===== src/rtl/mold_ab_arbiter.sv =====
`default_nettype none
// ============================================================================
// Module   : mold_ab_arbiter
// Purpose  : A/B UDP feed arbiter ahead of the MoldUDP64 parser. It forwards
//            the first copy of each sequence range and drops stale copies.
// Options  : MOLD_AB_GAP_DETECT_EN adds the gap_v_o / gap_len_o outputs.
// Revision : 1.0  initial release
// ============================================================================
module mold_ab_arbiter #(
  parameter int AXI_DATA_W = 64,
  parameter int AXI_KEEP_W = AXI_DATA_W / 8
) (
  input  logic                  clk,
  input  logic                  reset,

  input  logic                  a_axis_tvalid_i,
  input  logic [AXI_KEEP_W-1:0] a_axis_tkeep_i,
  input  logic [AXI_DATA_W-1:0] a_axis_tdata_i,
  input  logic                  a_axis_tlast_i,
  input  logic                  a_axis_tuser_i,
  output logic                  a_axis_tready_o,

  input  logic                  b_axis_tvalid_i,
  input  logic [AXI_KEEP_W-1:0] b_axis_tkeep_i,
  input  logic [AXI_DATA_W-1:0] b_axis_tdata_i,
  input  logic                  b_axis_tlast_i,
  input  logic                  b_axis_tuser_i,
  output logic                  b_axis_tready_o,

  output logic                  m_axis_tvalid_o,
  output logic [AXI_KEEP_W-1:0] m_axis_tkeep_o,
  output logic [AXI_DATA_W-1:0] m_axis_tdata_o,
  output logic                  m_axis_tlast_o,
  output logic                  m_axis_tuser_o,
  input  logic                  m_axis_tready_i,

  output logic [63:0]           exp_seq_o,
  output logic [15:0]           drop_cnt_o
`ifdef MOLD_AB_GAP_DETECT_EN
  ,
  output logic                  gap_v_o,
  output logic [63:0]           gap_len_o
`endif
);

  typedef enum logic [1:0] {
    CAP0 = 2'd0,
    CAP1 = 2'd1,
    HOLD = 2'd2
  } cap_state_e;

  typedef enum logic [2:0] {
    IDLE    = 3'd0,
    REPLAY0 = 3'd1,
    REPLAY1 = 3'd2,
    STREAM  = 3'd3,
    DROP    = 3'd4
  } out_state_e;

  // Index 0 is feed A, index 1 is feed B.
  logic [1:0]            in_vld;
  logic [1:0]            in_last;
  logic [1:0]            in_user;
  logic [AXI_DATA_W-1:0] in_data [2];
  logic [AXI_KEEP_W-1:0] in_keep [2];

  assign in_vld     = {b_axis_tvalid_i, a_axis_tvalid_i};
  assign in_last    = {b_axis_tlast_i,  a_axis_tlast_i};
  assign in_user    = {b_axis_tuser_i,  a_axis_tuser_i};
  assign in_data[0] = a_axis_tdata_i;
  assign in_data[1] = b_axis_tdata_i;
  assign in_keep[0] = a_axis_tkeep_i;
  assign in_keep[1] = b_axis_tkeep_i;

  cap_state_e            cap_q [2];
  cap_state_e            cap_d [2];
  logic [AXI_DATA_W-1:0] beat0_q [2];
  logic [AXI_DATA_W-1:0] beat1_q [2];

  out_state_e            out_q, out_d;
  logic                  sel_q, sel_d;
  logic [63:0]           exp_seq_q, exp_seq_d;
  logic                  exp_vld_q, exp_vld_d;
  logic [15:0]           drop_cnt_q, drop_cnt_d;

  logic [1:0]            early_drop;
  logic [1:0]            hold_done;
  logic [1:0]            tready;
  logic                  dec_drop;

  logic                  m_vld, m_last, m_user;
  logic [AXI_DATA_W-1:0] m_data;
  logic [AXI_KEEP_W-1:0] m_keep;

  // A wins when both feeds sit in HOLD; B waits for the next IDLE cycle.
  logic        dec_req, dec_sel, dec_fwd;
  logic [63:0] dec_seq, dec_next;
  logic [15:0] dec_cnt;

  assign dec_sel  = ~((cap_q[0] == HOLD) && in_vld[0]);
  assign dec_req  = ((cap_q[0] == HOLD) && in_vld[0]) || ((cap_q[1] == HOLD) && in_vld[1]);
  assign dec_seq  = {in_data[dec_sel][15:0], beat1_q[dec_sel][63:16]};
  assign dec_cnt  = in_data[dec_sel][31:16];
  assign dec_next = dec_seq + ((dec_cnt == 16'hFFFF) ? 64'd0 : {48'd0, dec_cnt});
  assign dec_fwd  = !exp_vld_q || (dec_seq >= exp_seq_q);

  always_comb begin
    for (int i = 0; i < 2; i++) begin
      cap_d[i]      = cap_q[i];
      early_drop[i] = 1'b0;
      case (cap_q[i])
        CAP0: begin
          if (in_vld[i]) begin
            if (in_last[i]) early_drop[i] = 1'b1;
            else            cap_d[i]      = CAP1;
          end
        end
        CAP1: begin
          if (in_vld[i]) begin
            early_drop[i] = in_last[i];
            cap_d[i]      = in_last[i] ? CAP0 : HOLD;
          end
        end
        HOLD: begin
          if (hold_done[i]) cap_d[i] = CAP0;
        end
        default: cap_d[i] = CAP0;
      endcase
    end
  end

  always_comb begin
    out_d     = out_q;
    sel_d     = sel_q;
    exp_seq_d = exp_seq_q;
    exp_vld_d = exp_vld_q;
    dec_drop  = 1'b0;
    hold_done = 2'b00;
    tready[0] = (cap_q[0] != HOLD);
    tready[1] = (cap_q[1] != HOLD);
    m_vld     = 1'b0;
    m_data    = '0;
    m_keep    = '0;
    m_last    = 1'b0;
    m_user    = 1'b0;
    case (out_q)
      IDLE: begin
        if (dec_req) begin
          sel_d = dec_sel;
          if (dec_fwd) begin
            out_d     = REPLAY0;
            exp_seq_d = dec_next;
            exp_vld_d = 1'b1;
          end else begin
            out_d    = DROP;
            dec_drop = 1'b1;
          end
        end
      end
      REPLAY0: begin
        m_vld  = 1'b1;
        m_data = beat0_q[sel_q];
        m_keep = '1;
        if (m_axis_tready_i) out_d = REPLAY1;
      end
      REPLAY1: begin
        m_vld  = 1'b1;
        m_data = beat1_q[sel_q];
        m_keep = '1;
        if (m_axis_tready_i) out_d = STREAM;
      end
      STREAM: begin
        m_vld         = in_vld[sel_q];
        m_data        = in_data[sel_q];
        m_keep        = in_keep[sel_q];
        m_last        = in_last[sel_q];
        m_user        = in_user[sel_q];
        tready[sel_q] = m_axis_tready_i;
        if (in_vld[sel_q] && m_axis_tready_i && in_last[sel_q]) begin
          hold_done[sel_q] = 1'b1;
          out_d            = IDLE;
        end
      end
      DROP: begin
        tready[sel_q] = 1'b1;
        if (in_vld[sel_q] && in_last[sel_q]) begin
          hold_done[sel_q] = 1'b1;
          out_d            = IDLE;
        end
      end
      default: out_d = IDLE;
    endcase
  end

  // Up to three drops can land in one cycle (two early tlasts plus a decision).
  logic [1:0]  drop_inc;
  logic [16:0] drop_sum;

  assign drop_inc   = {1'b0, early_drop[0]} + {1'b0, early_drop[1]} + {1'b0, dec_drop};
  assign drop_sum   = {1'b0, drop_cnt_q} + {15'd0, drop_inc};
  assign drop_cnt_d = drop_sum[16] ? 16'hFFFF : drop_sum[15:0];

  always_ff @(posedge clk or posedge reset) begin
    if (reset) begin
      cap_q[0]   <= CAP0;
      cap_q[1]   <= CAP0;
      out_q      <= IDLE;
      sel_q      <= 1'b0;
      exp_seq_q  <= 64'd0;
      exp_vld_q  <= 1'b0;
      drop_cnt_q <= 16'd0;
    end else begin
      cap_q[0]   <= cap_d[0];
      cap_q[1]   <= cap_d[1];
      out_q      <= out_d;
      sel_q      <= sel_d;
      exp_seq_q  <= exp_seq_d;
      exp_vld_q  <= exp_vld_d;
      drop_cnt_q <= drop_cnt_d;
    end
  end

  always_ff @(posedge clk) begin
    for (int i = 0; i < 2; i++) begin
      if ((cap_q[i] == CAP0) && in_vld[i]) beat0_q[i] <= in_data[i];
      if ((cap_q[i] == CAP1) && in_vld[i]) beat1_q[i] <= in_data[i];
    end
  end

`ifdef MOLD_AB_GAP_DETECT_EN
  logic        gap_hit;
  logic        gap_v_q;
  logic [63:0] gap_len_q;

  assign gap_hit = (out_q == IDLE) && dec_req && dec_fwd && exp_vld_q && (dec_seq > exp_seq_q);

  always_ff @(posedge clk or posedge reset) begin
    if (reset) begin
      gap_v_q   <= 1'b0;
      gap_len_q <= 64'd0;
    end else begin
      gap_v_q <= gap_hit;
      if (gap_hit) gap_len_q <= dec_seq - exp_seq_q;
    end
  end

  assign gap_v_o   = gap_v_q;
  assign gap_len_o = gap_len_q;
`endif

  // Reset gates tready combinationally since CAP0 would otherwise show ready.
  assign a_axis_tready_o = tready[0] & ~reset;
  assign b_axis_tready_o = tready[1] & ~reset;
  assign m_axis_tvalid_o = m_vld;
  assign m_axis_tdata_o  = m_data;
  assign m_axis_tkeep_o  = m_keep;
  assign m_axis_tlast_o  = m_last;
  assign m_axis_tuser_o  = m_user;
  assign exp_seq_o       = exp_seq_q;
  assign drop_cnt_o      = drop_cnt_q;

endmodule
`default_nettype wire


===== config.mk =====
export PLATFORM = sky130hd
export DESIGN_NAME = mold_ab_arbiter
export DESIGN_NICKNAME = d
export VERILOG_FILES = /design/src/rtl/mold_ab_arbiter.sv
export SDC_FILE = /design/constraint.sdc
export NUM_CORES = 1
export LEC_CHECK = 0
export CORE_UTILIZATION = 45
export CTS_CLUSTER_SIZE = 12
export DETAILED_ROUTE_END_ITERATION = 10
export GPL_ROUTABILITY_DRIVEN = 0
export MAX_ROUTING_LAYER = met4
export PLACE_DENSITY = 0.69
export SLEW_MARGIN = 30
export SYNTH_ARGS = -nofsm -noshare
export SYNTH_HDL_FRONTEND = slang
export SYNTH_SLANG_ARGS = --single-unit
export TNS_END_PERCENT = 10

===== constraint.sdc =====
create_clock -name clk -period 10.98 [get_ports clk]
set_input_delay 1.098 -clock clk [delete_from_list [all_inputs] [get_ports clk]]
set_output_delay 1.098 -clock clk [all_outputs]
set_load 0.005 [all_outputs]

==> flow_summary.yaml <==
setup_path:
  startpoint_type: "input pin"
  slowest_stage: "buf_4"
  cp-endpoint: "drop_cnt_o[1]"
  critical-path-top-delay-family: "simple AND/OR/NAND/NOR gates"
  cp.arrival_ns: 7.51
  critPathRequiredTime_ns: 11.45
  startpoint: "a_axis_tvalid_i"
  cp_num_buf_inv: 4
  rr_worst_depth: 19
  crit_cells: 20
  reg2reg_slack_ns: 4.49
  worst_path_largest_cell_delay_ns: 0.68
  crit_fanout: 62
  cpMostUsedCell: "nand4_1"
  crit_type: "input pin to flop"
  cp-end-kind: "flop"
  r2r-start: "cap_q[2]"
  crit_path_cell_trace: "clkdlybuf4s50_1 > and3b_4 > buf_4 > mux2i_1 > inv_1 > ha_1 > nand4_1 > nor4_1 > nand3_1 > a221oi_1 > o21ai_0 > a21oi_1 > fa_1 > inv_1 > ha_1 > fa_1 > nand4_1 > nor2_1 > nand4_1 > nand2b_1"
  timing.rr.end: "drop_cnt_o[1]"
synth:
  synth_nets: 2042
  avgSynthCellArea_um2: 11.0
  ys_types: 69
  yosysWarnings: 0
  synth-simple-area-share: 0.139
  netlist_instances: 1804
  ys_ff_latch: 345
  synthFlopType: "edfxtp_1"
  synthAdderAreaFrac: 0.0550
  synth_top_family_by_area: "multiplexers"
  synth_edf_count: 256
  async_flop_share: 0.258
  ys_seq_area_frac: 0.502
  netlist_area_um2: 19800
  synth_compound_area_frac: 0.0891
  synth_xor_area_frac: 0.0319
  synthMuxAreaShare: 0.147
run:
  cap_violations: 0
place:
  port_buffers: 309
  dpl.hpwl_um: 41000
  place_ws_ns: 3.46
detailed_routing:
  drc: 0
  firstDrtPassIters: 5
  drtAntennaViolNets: 0
  vias_per_cell: 5.70
  routedWlPerCell_um: 21.2
  dr.first_iter.drc_count: 1247
  vias: 15383
  routed_wirelength_um: 57200
clock_tree:
  clock_sinks: 345
  clkTransAtPathRegs_ns: 0.06
  cts_made_buffers: 39
  ctsHoldBuffers: 0
  clk_path_buf_depth: 3
  cts_tree: "built"
  cts_resized: 0
  cts_setup_buffers: 0
  htreeDepth: 2
  clock_latency_ns: 0.55
  clock-root-buffer: "clkbuf_16"
sta:
  worst_slew_pin_slew_ns: 0.968
  hold_violations: 0
  grt_setup_unrepaired: "false"
  timing.final.crit_share: 0.642
  fin_skew_ns: 0.00917
  period_needed_ns: 7.05
  drv_slew: 0
  relSlewSlack: 0.354
  fin_ws_ns: 3.93
  setup_viol: 0
  tns_ns: 0
  timing.fmax_mhz: 142
global_routing:
  grt_use_total: 0.263
  grt_pass1_wl_um: 88000
  grt_antenna_before_repair: 0
  grt_pass1_vias: 15477
  grt_max_degree: 69
  gr-total-overflow: 0
layout:
  nNetsFinal: 2324
  drive_above_1_share: 0.0885
  final_common_cell: "nand2_1"
  layout_common_cells: "nand2_1, clkdlybuf4s50_1, edfxtp_1, mux2i_1"
  n_antenna_cell: 0
  area_growth_pct: 24.9
  n_fill_cell: 3706
floorplanning:
  dieHeight_um: 212
  coreArea_um2: 43200
  die_x_um: 212
  io_pins: 310
  initial_core_util: 0.458
  die_area_um2: 44800
  rows: 76
outcome:
  outcome: "finished clean"
power_and_ir_drop:
  ir_drop_mv: 0.167
  p_leak_nw: 10.1
  power.density_nw_per_um2: 228
hold_path:
  holdPathStages: 1
  hp-class: "flop to flop"
==> worst reg2reg max path, cell delays in order, from the launching register on <==
cell and delay (ns):
dfrtp_1 0.44, and3b_4 0.73, buf_4 0.68, mux2i_1 0.47, inv_1 0.09, ha_1 0.31
nand4_1 0.11, nor4_1 0.33, nand3_1 0.15, a221oi_1 0.35, o21ai_0 0.30, a21oi_1 0.35
fa_1 0.47, inv_1 0.07, ha_1 0.18, fa_1 0.33, nand4_1 0.15, nor2_1 0.21
nand4_1 0.46, nand2b_1 0.22
==> state kept, by name, summed over array words and instances (netlist names) <==
signal      flops
out_q           3
beat1_q       128
sel_q           1
exp_seq_o      64
cap_q           4
beat0_q       128
drop_cnt_o     16
exp_vld_q       1
==> area by class of cell <==
cell class	instances	area [um2]	share of cell area
flip-flops and latches	345	9920	0.402
multi-input cells	1286	9180	0.372
repair buffers	326	3240	0.131
clock buffers	55	1110	0.0449
well taps	585	732	0.0297
inverters	88	332	0.0134
clock inverters	14	176	0.00715
==> how the worst min path moves through the flow <==
stage	endpoint	startpoint	slack [ns]
floorplan	cap_q[0]	cap_q[1]	0.42
global placement	cap_q[0]	cap_q[1]	0.43
detailed placement	cap_q[0]	cap_q[1]	0.44
CTS	cap_q[0]	cap_q[1]	0.45
global route	cap_q[0]	cap_q[1]	0.46
finish	cap_q[0]	cap_q[1]	0.44
==> cells by family (layout without fill, tap and decap cells) <==
kind of cell             Yosys count  count (layout)
adder cells (fa/ha/maj)           85              85
multiplexers                     280             280
flip-flops                       345             345
AND/OR/NAND/NOR                  591             591
XOR/XNOR                          72              72
buffers and inverters            173             483
AO/OA/AOI/OAI                    258             258
==> power by group <==
part	switching (mW)	internal (mW)
sequential	0.207	1.65
clock	0.528	0.797
combinational	1.17	1.27
==> cell usage after synthesis (all sizes together) (3+ instances only) <==
cell type | number | area share
nand2 | 326 | 0.062
edfxtp | 256 | 0.39
mux2i | 192 | 0.097
dfrtp | 89 | 0.11
inv | 88 | 0.017
mux2 | 88 | 0.050
a21oi | 83 | 0.021
ha | 82 | 0.052
o221ai | 65 | 0.029
nor2 | 60 | 0.011
nand3 | 59 | 0.015
clkbuf | 45 | 0.0085
nand4 | 44 | 0.014
xnor2 | 43 | 0.019
buf | 40 | 0.011
o21ai | 31 | 0.0078
xor2 | 29 | 0.013
a21o | 25 | 0.0095
nor3 | 20 | 0.0056
nor2b | 13 | 0.0041
a31oi | 11 | 0.0035
and3 | 11 | 0.0035
a211oi | 9 | 0.0037
and2 | 9 | 0.0028
nor3b | 9 | 0.0047
nand2b | 7 | 0.0022
nor4 | 7 | 0.0025
or2 | 5 | 0.0016
a32oi | 4 | 0.0018
and4 | 4 | 0.0018
nand3b | 4 | 0.0015
o211ai | 4 | 0.0015
fa | 3 | 0.0030
o22a | 3 | 0.0013
o22ai | 3 | 0.00095
or3 | 3 | 0.00095
==> metal layers <==
layer / vias to the layer above / GRT usage / wire (um)
li1: 7203 / - / -
met1: 7548 / 0.354 / 25600
met2: 543 / 0.409 / 26500
met3: 89 / 0.0409 / 3660
met4: 0 / 0.0805 / 1420
met5: - / - / 0
==> metrics by stage <==
step / util / cell area (um2) / total power, mW / std cells / hold slack, ns
detailed placement: 0.542 / 23400 / 4.32 / 2630 / 0.440
CTS: 0.572 / 24700 / 5.67 / 2699 / 0.448
floorplan: - / 19800 / 3.14 / 1804 / 0.418
global placement: 0.541 / 23400 / 4.28 / 2629 / 0.430
finish: 0.572 / 24700 / 5.62 / 2699 / 0.444
global route: 0.572 / 24700 / 5.94 / 2699 / 0.465
Note: power is estimated with default switching activity, not from simulation.
